--- src/rtl/mem_reader_if.sv ---
// Bundle of the start/memory/serial-stream signals shared by mem_reader and its environment.
// slave is the reader's side; master is the controller/memory/sink side.
interface mem_reader_if #(
  parameter int MEM_ADDR_WIDTH = 5,
  parameter int MEM_DATA_WIDTH = 8
);
  logic                      I_start;
  logic [MEM_ADDR_WIDTH-1:0] I_st_addr;
  logic [MEM_ADDR_WIDTH:0]   I_len;
  logic [MEM_ADDR_WIDTH-1:0] O_ext_addr;
  logic [MEM_DATA_WIDTH-1:0] I_ext_data;
  logic                      O_sdata;
  logic                      O_svalid;
  logic                      I_sready;
  logic                      O_busy;
  logic                      O_done;

  modport slave (
    input  I_start, I_st_addr, I_len, I_ext_data, I_sready,
    output O_ext_addr, O_sdata, O_svalid, O_busy, O_done
  );

  modport master (
    output I_start, I_st_addr, I_len, I_ext_data, I_sready,
    input  O_ext_addr, O_sdata, O_svalid, O_busy, O_done
  );
endinterface

--- src/rtl/mem_reader.sv ---
// Dumps a run of syn_mem words as a serial MSB-first bit stream with valid/ready flow control.
// The memory has one cycle of read latency, hence the RD/LD pair between words.
module mem_reader #(
  parameter int MEM_ADDR_WIDTH = 5,
  parameter int MEM_DATA_WIDTH = 8
) (
  input  logic          I_clk,
  input  logic          I_rst,
  mem_reader_if.slave   bus
);

  localparam int BW = (MEM_DATA_WIDTH > 1) ? $clog2(MEM_DATA_WIDTH) : 1;

  localparam logic [1:0] IDLE = 2'd0;
  localparam logic [1:0] RD   = 2'd1;
  localparam logic [1:0] LD   = 2'd2;
  localparam logic [1:0] SH   = 2'd3;

  localparam logic [BW-1:0]             LastBit = BW'(MEM_DATA_WIDTH - 1);
  localparam logic [BW-1:0]             BitOne  = BW'(1);
  localparam logic [MEM_ADDR_WIDTH:0]   RemOne  = (MEM_ADDR_WIDTH + 1)'(1);
  localparam logic [MEM_ADDR_WIDTH-1:0] AddrOne = MEM_ADDR_WIDTH'(1);

  logic [1:0]                state_q, state_d;
  logic [MEM_ADDR_WIDTH-1:0] addr_q, addr_d;
  logic [MEM_ADDR_WIDTH:0]   rem_q, rem_d;
  logic [MEM_DATA_WIDTH-1:0] shreg_q, shreg_d;
  logic [BW-1:0]             bitcnt_q, bitcnt_d;
  logic                      svalid_q, svalid_d;
  logic                      done_q, done_d;

  always_comb begin
    state_d  = state_q;
    addr_d   = addr_q;
    rem_d    = rem_q;
    shreg_d  = shreg_q;
    bitcnt_d = bitcnt_q;
    svalid_d = svalid_q;
    done_d   = 1'b0;
    case (state_q)
      IDLE: begin
        if (bus.I_start) begin
          if (bus.I_len != '0) begin
            rem_d   = bus.I_len;
            addr_d  = bus.I_st_addr;
            state_d = RD;
          end else begin
            done_d = 1'b1;
          end
        end
      end
      RD: state_d = LD;
      LD: begin
        shreg_d  = bus.I_ext_data;
        bitcnt_d = '0;
        rem_d    = rem_q - RemOne;
        svalid_d = 1'b1;
        state_d  = SH;
      end
      SH: begin
        if (svalid_q && bus.I_sready) begin
          shreg_d  = {shreg_q[MEM_DATA_WIDTH-2:0], 1'b0};
          bitcnt_d = bitcnt_q + BitOne;
          if (bitcnt_q == LastBit) begin
            svalid_d = 1'b0;
            if (rem_q != '0) begin
              addr_d  = addr_q + AddrOne;  // wraps modulo the memory depth
              state_d = RD;
            end else begin
              done_d  = 1'b1;
              state_d = IDLE;
            end
          end
        end
      end
      default: state_d = IDLE;
    endcase
  end

  always_ff @(posedge I_clk) begin
    if (I_rst) begin
      state_q  <= IDLE;
      addr_q   <= '0;
      rem_q    <= '0;
      shreg_q  <= '0;
      bitcnt_q <= '0;
      svalid_q <= 1'b0;
      done_q   <= 1'b0;
    end else begin
      state_q  <= state_d;
      addr_q   <= addr_d;
      rem_q    <= rem_d;
      shreg_q  <= shreg_d;
      bitcnt_q <= bitcnt_d;
      svalid_q <= svalid_d;
      done_q   <= done_d;
    end
  end

  assign bus.O_ext_addr = addr_q;
  assign bus.O_sdata    = shreg_q[MEM_DATA_WIDTH-1];
  assign bus.O_svalid   = svalid_q;
  assign bus.O_busy     = (state_q != IDLE);
  assign bus.O_done     = done_q;

endmodule

--- src/flat_wrapper.sv ---
// flat-port wrapper written by rule: the top's interface ports become plain ports
module mem_reader_flat 
#(
  parameter int MEM_ADDR_WIDTH = 5,
  parameter int MEM_DATA_WIDTH = 8
)
  (I_clk, I_rst, bus_I_start, bus_I_st_addr, bus_I_len, bus_I_ext_data, bus_I_sready, bus_O_ext_addr, bus_O_sdata, bus_O_svalid, bus_O_busy, bus_O_done);
  mem_reader_if #(.MEM_ADDR_WIDTH(MEM_ADDR_WIDTH), .MEM_DATA_WIDTH(MEM_DATA_WIDTH)) bus_i ();
  input  logic I_clk;
  input  logic I_rst;
  input wire logic [$bits(bus_i.I_start)-1:0] bus_I_start;
  input wire logic [$bits(bus_i.I_st_addr)-1:0] bus_I_st_addr;
  input wire logic [$bits(bus_i.I_len)-1:0] bus_I_len;
  input wire logic [$bits(bus_i.I_ext_data)-1:0] bus_I_ext_data;
  input wire logic [$bits(bus_i.I_sready)-1:0] bus_I_sready;
  output wire logic [$bits(bus_i.O_ext_addr)-1:0] bus_O_ext_addr;
  output wire logic [$bits(bus_i.O_sdata)-1:0] bus_O_sdata;
  output wire logic [$bits(bus_i.O_svalid)-1:0] bus_O_svalid;
  output wire logic [$bits(bus_i.O_busy)-1:0] bus_O_busy;
  output wire logic [$bits(bus_i.O_done)-1:0] bus_O_done;
  assign bus_i.I_start = bus_I_start;
  assign bus_i.I_st_addr = bus_I_st_addr;
  assign bus_i.I_len = bus_I_len;
  assign bus_i.I_ext_data = bus_I_ext_data;
  assign bus_i.I_sready = bus_I_sready;
  assign bus_O_ext_addr = bus_i.O_ext_addr;
  assign bus_O_sdata = bus_i.O_sdata;
  assign bus_O_svalid = bus_i.O_svalid;
  assign bus_O_busy = bus_i.O_busy;
  assign bus_O_done = bus_i.O_done;
  mem_reader #(.MEM_ADDR_WIDTH(MEM_ADDR_WIDTH), .MEM_DATA_WIDTH(MEM_DATA_WIDTH)) u_core (.I_clk(I_clk), .I_rst(I_rst), .bus(bus_i));
endmodule
--- config.mk ---
export PLATFORM = sky130hd
export DESIGN_NAME = mem_reader_flat
export DESIGN_NICKNAME = d
export VERILOG_FILES = /design/src/rtl/mem_reader_if.sv /design/src/rtl/mem_reader.sv /design/src/flat_wrapper.sv
export SDC_FILE = /design/constraint.sdc
export NUM_CORES = 1
export LEC_CHECK = 0
export BUFFER_PORTS_ARGS = -buffer_cell sky130_fd_sc_hd__buf_2
export CORE_MARGIN = 5
export CORE_UTILIZATION = 42
export CTS_CLUSTER_SIZE = 30
export DETAILED_ROUTE_END_ITERATION = 16
export GPL_TIMING_DRIVEN = 1
export PLACE_DENSITY_LB_ADDON = 0.25
export SLEW_MARGIN = 20
export SYNTH_ARGS = -nofsm -noshare
export SYNTH_HDL_FRONTEND = slang
export SYNTH_SLANG_ARGS = --single-unit
--- constraint.sdc ---
create_clock -name I_clk -period 2.7 [get_ports I_clk]
set_input_delay 0.81 -clock I_clk [delete_from_list [all_inputs] [get_ports I_clk]]
set_output_delay 0.81 -clock I_clk [all_outputs]
set_load 0.01 [all_outputs]
==> results of run 1 <==
-- through the flow --
stage,cell area (um2),setup slack [ns]
after floorplan,1490,0.846
after global placement,1690,0.662
after detailed placement,1690,0.638
after CTS,1740,0.549
after global routing,1740,0.329
final,1740,0.572
-- state kept, by name, summed over array words and instances, names as in the netlist --
signal	cells
u_core.bitcnt_q	3
u_core.bus.O_svalid	1
u_core.state_q	2
u_core.bus.O_ext_addr	5
u_core.rem_q	6
u_core.shreg_q	8
u_core.bus.O_done	1
-- cells in the final DEF, fill, tap and decap left out, types with 2 or more instances in the layout --
cell type	instances
o21ai_0	7
o31a_1	3
ha_1	8
a32o_1	3
mux2i_1	8
nor2_1	17
and3_1	2
a31oi_1	2
nand2_1	12
a22oi_1	3
inv_1	12
dfxtp_1	26
a211oi_1	9
o211ai_1	3
buf_4	2
clkbuf_4	3
a221oi_2	2
nand2b_1	3
a21oi_1	14
buf_2	31
nor2b_1	5
nand3_1	10
-- worst max-delay path, delay by kind of cell (launching register included) --
family	cells	cell delay (ns)
buf+inv	3	0.37
fa+ha+maj	1	0.24
flops	1	0.39
-- per-layer routing --
metal	part of all wire, %	vias to the layer above	wire length [um]	global-route usage (%)
li1	-	702	-	-
met1	44	663	1530	18.4
met2	49	35	1700	25.6
met3	6.0	4	208	3.33
met4	1.0	0	35	3.19
met5	0	-	0	0
-- worst paths after layout --
kind                                                  endpoint  slack, ns  cells after the start
worst max-delay path                                bus_O_busy       0.57                      4
worst min-delay path            u_core.shreg_q[0]$_SDFFE_PP0P_       0.48                      2
worst max register to register    u_core.rem_q[0]$_SDFFE_PP0P_       0.61                      6
worst min register to register  u_core.shreg_q[0]$_SDFFE_PP0P_       0.48                      2
-- cell type report --
type,count,area share (%)
Sequential cell,26,29.9
Clock buffer,3,1.29
Tap cell,46,3.31
Inverter,12,2.59
Clock inverter,1,1.73
Timing Repair Buffer,33,9.78
Multi-Input combinational cell,129,51.4
-- cells by family (layout without fill, tap and decap cells) --
group | Yosys count | count (layout) | synth area share (%)
flip-flops | 26 | 26 | 34.8
multiplexers | 9 | 9 | 6.11
adder cells (fa/ha/maj) | 8 | 8 | 6.70
AO/OA/AOI/OAI | 54 | 54 | 26.5
AND/OR/NAND/NOR | 58 | 58 | 20.6
buffers and inverters | 19 | 49 | 5.28
-- power by group through the flow --
stage	sequential [uW]	clock (uW)	combinational [uW]
finish	638	269	973
global route	657	293	1100
CTS	636	279	967
detailed placement	646	0	960
global placement	634	0	940
floorplan	640	0	729
==> run_results.csv, run 1 <==
group,metric,value,unit
outcome,outcome,"completed",
sta,fmax,0.470,GHz
cells_and_area,fin_nets,236,
clock_tree,cts_sinks,26,
setup_path,timing.rr.start,"u_core.state_q[0]$_SDFFE_PP0P_",
power,power.internal,1090,uW
logic_synthesis,synth_edf_count,0,
power,clkPwrFrac,14.3,%
logic_synthesis,avgSynthCellArea,8.59,um2
cells_and_area,final_cell_count_no_fill,250,
sta,grt_setup_unrepaired,"no",
clock_tree,cts-resized-gates,0,
grt,antenna_found_initial,0,
logic_synthesis,synthArstFlopShare,0,%
sta,fin_crit,2.13,ns
setup_path,critPathKind,"flip-flop to output pin",
power,leakagePower,0.000700,uW
setup_path,crit_chain,"inv_1 > ha_1 > inv_1 > buf_2",
logic_synthesis,synth_top_area_cell,"dfxtp_1",
place,numPlacedInstances,246,
logic_synthesis,syn_area,1490,um2
power,switching_share,41.9,%
logic_synthesis,synth.distinct_cells,42,
setup_path,cpPeakStageDelay,0.39,ns
job,cap_viol_max_count,0,
sta,fin_crit_sh,78.8,%
clock_tree,clk_pin_slew_worst_paths,0.15,ns
detailed_routing,post-route-drc-count,0,
sta,worst_slew_pin_slew,0.574,ns
floorplan,die_h,69.6,um
logic_synthesis,synth_warnings,0,
place,globalplace.congestion,0.778,
worst_hold_path,worstHoldPathType,"flip-flop to flip-flop",
clock_tree,cts_tree,"yes",
detailed_routing,drt_iter0_drc,77,
setup_path,cp-start-kind,"flip-flop",
detailed_routing,wl_per_cell,13.9,um
detailed_routing,drt_wl_total,3.47,mm
floorplan,rows,21,
cells_and_area,area_delta_synth_final,16.5,%
power,power,1880,uW
detailed_routing,vias,1404,
cells_and_area,seqCellArea,520,um2
logic_synthesis,yosysMostFrequentCell,"dfxtp_1",
grt,grt_first_pass_wirelength,6.18,mm
logic_synthesis,yosysSeqAreaShare,34.8,%
clock_tree,insertion_delay,0.32,ns
power,peakVddDrop,0.489,mV
cells_and_area,fin_util,51.3,%
floorplan,core_area,3390,um2
logic_synthesis,synth_area_leaders,"dfxtp_1, ha_1, mux2i_1, a21oi_1, a211oi_1",
place,hpwl,2.66,mm
setup_path,crit_path_end_kind,"output pin",
setup_path,cp.arrival,1.32,ns
cells_and_area,diodes,0,
clock_tree,cts_buffers,3,
grt,grt_max_degree,22,
floorplan,ios,32,
clock_tree,htreeDepth,1,
grt,grt.overflow.total,0,
detailed_routing,final_antenna_net_count,0,
sta,whs,0.484,ns
sta,hold_viol,0,
cells_and_area,num-fill-cells,316,
setup_path,crit_slowest_cell,"dfxtp_1",
cells_and_area,multi_input_area,895,um2
power,cellPowerDensity,1080,nW/um2
sta,finClkSkew,0.0125,ns
cells_and_area,drive_above_1_share,23.0,%
setup_path,crit_top_cell,"inv_1",
floorplan,initial_core_util,44.1,%
detailed_routing,viasPerCell,5.62,
worst_hold_path,hold_start,"u_core.shreg_q[0]$_SDFFE_PP0P_",
logic_synthesis,synth_commonest_cells,"dfxtp_1, nor2_1, a21oi_1, inv_1, nand2_1",
clock_tree,cts_hold_buf,0,
setup_path,worst_ep_required_time,1.89,ns
detailed_routing,drt_pass1_iterations,4,
logic_synthesis,ys.flop_type,"dfxtp_1",
grt,grt_usage,14.7,%
sta,fin_setup_tns,0,ns
logic_synthesis,syn_inst,174,
power,switchingPower,788,uW
logic_synthesis,syn_nets,205,
setup_path,crit_path_max_fanout,4,
sta,drv_slew,0,
setup_path,worstSetupStartpoint,"u_core.state_q[0]$_SDFFE_PP0P_",
floorplan,die_w,69.6,um
power,power_frac_seq,33.9,%
place,port-buffer-count,31,
sta,relSlewSlack,61.7,%
power,combinationalPowerShare,51.8,%
floorplan,die_area,4850,um2
clock_tree,clk_path_buf_depth,2,
clock_tree,root_buffer,"clkbuf_4",
sta,setup_viol,0,
logic_synthesis,ys_seq_elements,26,
clock_tree,postCtsSetupRepairBufs,0,
logic_synthesis,synth.top_cell.area_share,34.8,%
grt,grt_pass1_vias,1411,
No activity file was read; power rests on OpenSTA's default activity.
==> run 2: changes to the inputs <==
==> constraint.sdc (replaced) <==
create_clock -name I_clk -period 2 [get_ports I_clk]
set_input_delay 0.6 -clock I_clk [delete_from_list [all_inputs] [get_ports I_clk]]
set_output_delay 0.6 -clock I_clk [all_outputs]
set_load 0.01 [all_outputs]
==> run_results.csv, run 2 (synthesized netlist as in run 1, its figures left out) <==
group,metric,value,unit
sta,grt_setup_unrepaired,"no",
cells_and_area,largest_reg_flops,8,
place,dp_slack,0.145,ns
setup_path,crit_chain,"inv_1 > ha_1 > inv_1 > buf_2",
cells_and_area,drive_above_1_share,25.5,%
sta,fmax,0.534,GHz
cells_and_area,regMostFlops,"u_core.shreg_q",
sta,worst_slew_pin_slew,0.558,ns
sta,fin_crit_sh,93.7,%
sta,fin_crit,1.87,ns
floorplan,ios,32,
floorplan,die_w,69.6,um
clock_tree,cts_tree,"yes",
power,peakVddDrop,0.535,mV
setup_path,crit_slowest_cell,"dfxtp_1",
cells_and_area,final_common_cell,"buf_2",
setup_path,cpPeakStageDelay,0.40,ns
detailed_routing,drt_iter0_drc,66,
power,power_frac_seq,33.4,%
power,cellPowerDensity,1450,nW/um2
power,switchingPower,1060,uW
job,cap_viol_max_count,0,
place,port-buffer-count,31,
sta,hold_viol,0,
place,globalplace.congestion,0.827,
detailed_routing,final_antenna_net_count,0,
grt,grt_usage,14.4,%
grt,grt_pass1_vias,1431,
sta,finalWorstSetupSlack,0.126,ns
clock_tree,cts_sinks,26,
sta,relSlewSlack,62.5,%
clock_tree,clk_path_buf_depth,2,
detailed_routing,viasPerCell,5.51,
floorplan,die_h,69.6,um
clock_tree,insertion_delay,0.32,ns
cells_and_area,fin_nets,240,
place,hpwl,2.67,mm
power,power.internal,1520,uW
detailed_routing,drt_wl_total,3.35,mm
detailed_routing,drt_pass1_iterations,4,
detailed_routing,vias,1399,
power,clkPwrFrac,14.0,%
setup_path,crit_top_cell,"inv_1",
worst_hold_path,worstHoldPathType,"flip-flop to flip-flop",
sta,drv_slew,0,
clock_tree,cts_hold_buf,0,
grt,antenna_found_initial,0,
floorplan,rows,21,
power,combinationalPowerShare,52.6,%
detailed_routing,wl_per_cell,13.2,um
clock_tree,htreeDepth,1,
setup_path,cp.arrival,1.27,ns
setup_path,critPathKind,"flip-flop to output pin",
setup_path,cp-start-kind,"flip-flop",
sta,finClkSkew,0.00578,ns
cells_and_area,layout_common_cells,"buf_2, dfxtp_1, nor2_1, a21oi_1",
floorplan,core_area,3390,um2
power,leakagePower,0.000721,uW
power,switching_share,41.2,%
grt,grt_first_pass_wirelength,5.98,mm
sta,setup_viol,0,
floorplan,initial_core_util,44.1,%
clock_tree,cts_buffers,3,
floorplan,die_area,4850,um2
grt,grt.overflow.total,0,
setup_path,crit_path_max_fanout,4,
cells_and_area,diodes,0,
sta,fin_setup_tns,0,ns
setup_path,crit_path_end_kind,"output pin",
grt,grt_max_degree,19,
clock_tree,clk_pin_slew_worst_paths,0.14,ns
setup_path,worst_ep_required_time,1.40,ns
detailed_routing,post-route-drc-count,0,
outcome,outcome,"completed",
cells_and_area,area_delta_synth_final,18.9,%
clock_tree,root_buffer,"clkbuf_4",
-- run 2: cell count changes in the layout (fill, tap and decap cells not counted), sizes merged --
cell,before,now
buf,33,37
-- run 2: cell type report --
cell class / count / area, um2
well taps: 46 / 57.6
clock buffers: 3 / 22.5
multi-input cells: 129 / 900
repair buffers: 37 / 200
clock inverters: 1 / 30.0
flip-flops and latches: 26 / 522
fillers: 316 / 1610
inverters: 12 / 45.0
-- run 2: path summary, 6_finish.rpt --
path / slack [ns] / startpoint / endpoint / depth (start not counted)
setup reg to reg: 0.25 / u_core.state_q[1]$_SDFFE_PP0P_ / u_core.bus.O_ext_addr[0]$_SDFFE_PP0P_ / 6
setup / recovery: 0.13 / u_core.state_q[1]$_SDFFE_PP0P_ / bus_O_busy / 4
hold reg to reg: 0.48 / u_core.shreg_q[0]$_SDFFE_PP0P_ / u_core.shreg_q[0]$_SDFFE_PP0P_ / 2
hold / removal: 0.48 / u_core.shreg_q[0]$_SDFFE_PP0P_ / u_core.shreg_q[0]$_SDFFE_PP0P_ / 2
-- run 2: metal layers --
metal	global-route usage, %	part of all wire [%]	vias to the layer above
li1	-	-	711
met1	17.1	44	662
met2	25.5	50	22
met3	3.48	5.5	4
met4	4.47	0.78	0
met5	0	0	-
-- run 2: timing repair --
action | 4_1_cts | 5_1_grt
setup buffers | 0 | 0
setup endpoints to repair | 0 | 5
gates resized for setup | 0 | 2
-- run 2: through the flow --
step	cells	hold slack, ns	util (%)	instance area (um2)	total power, uW
floorplan	174	0.448	-	1490	1850
global placement	250	0.471	50.7	1720	2150
detailed placement	250	0.465	50.7	1720	2220
CTS	254	0.484	52.2	1770	2590
global route	254	0.490	52.4	1780	2820
finish	254	0.482	52.4	1780	2580
-- run 2: power groups by stage --
stage               registers, uW  clock network [uW]  logic, uW
floorplan                     864                   0        984
global placement              853                   0       1300
detailed placement            868                   0       1350
CTS                           857                 371       1360
global route                  894                 394       1530
finish                        861                 361       1360
-- run 2: critical path, delay by kind of cell (launching register included) --
kind / cells / cell delay (ns)
adder cells (fa/ha/maj): 1 / 0.21
buffers and inverters: 3 / 0.34
flip-flops: 1 / 0.40
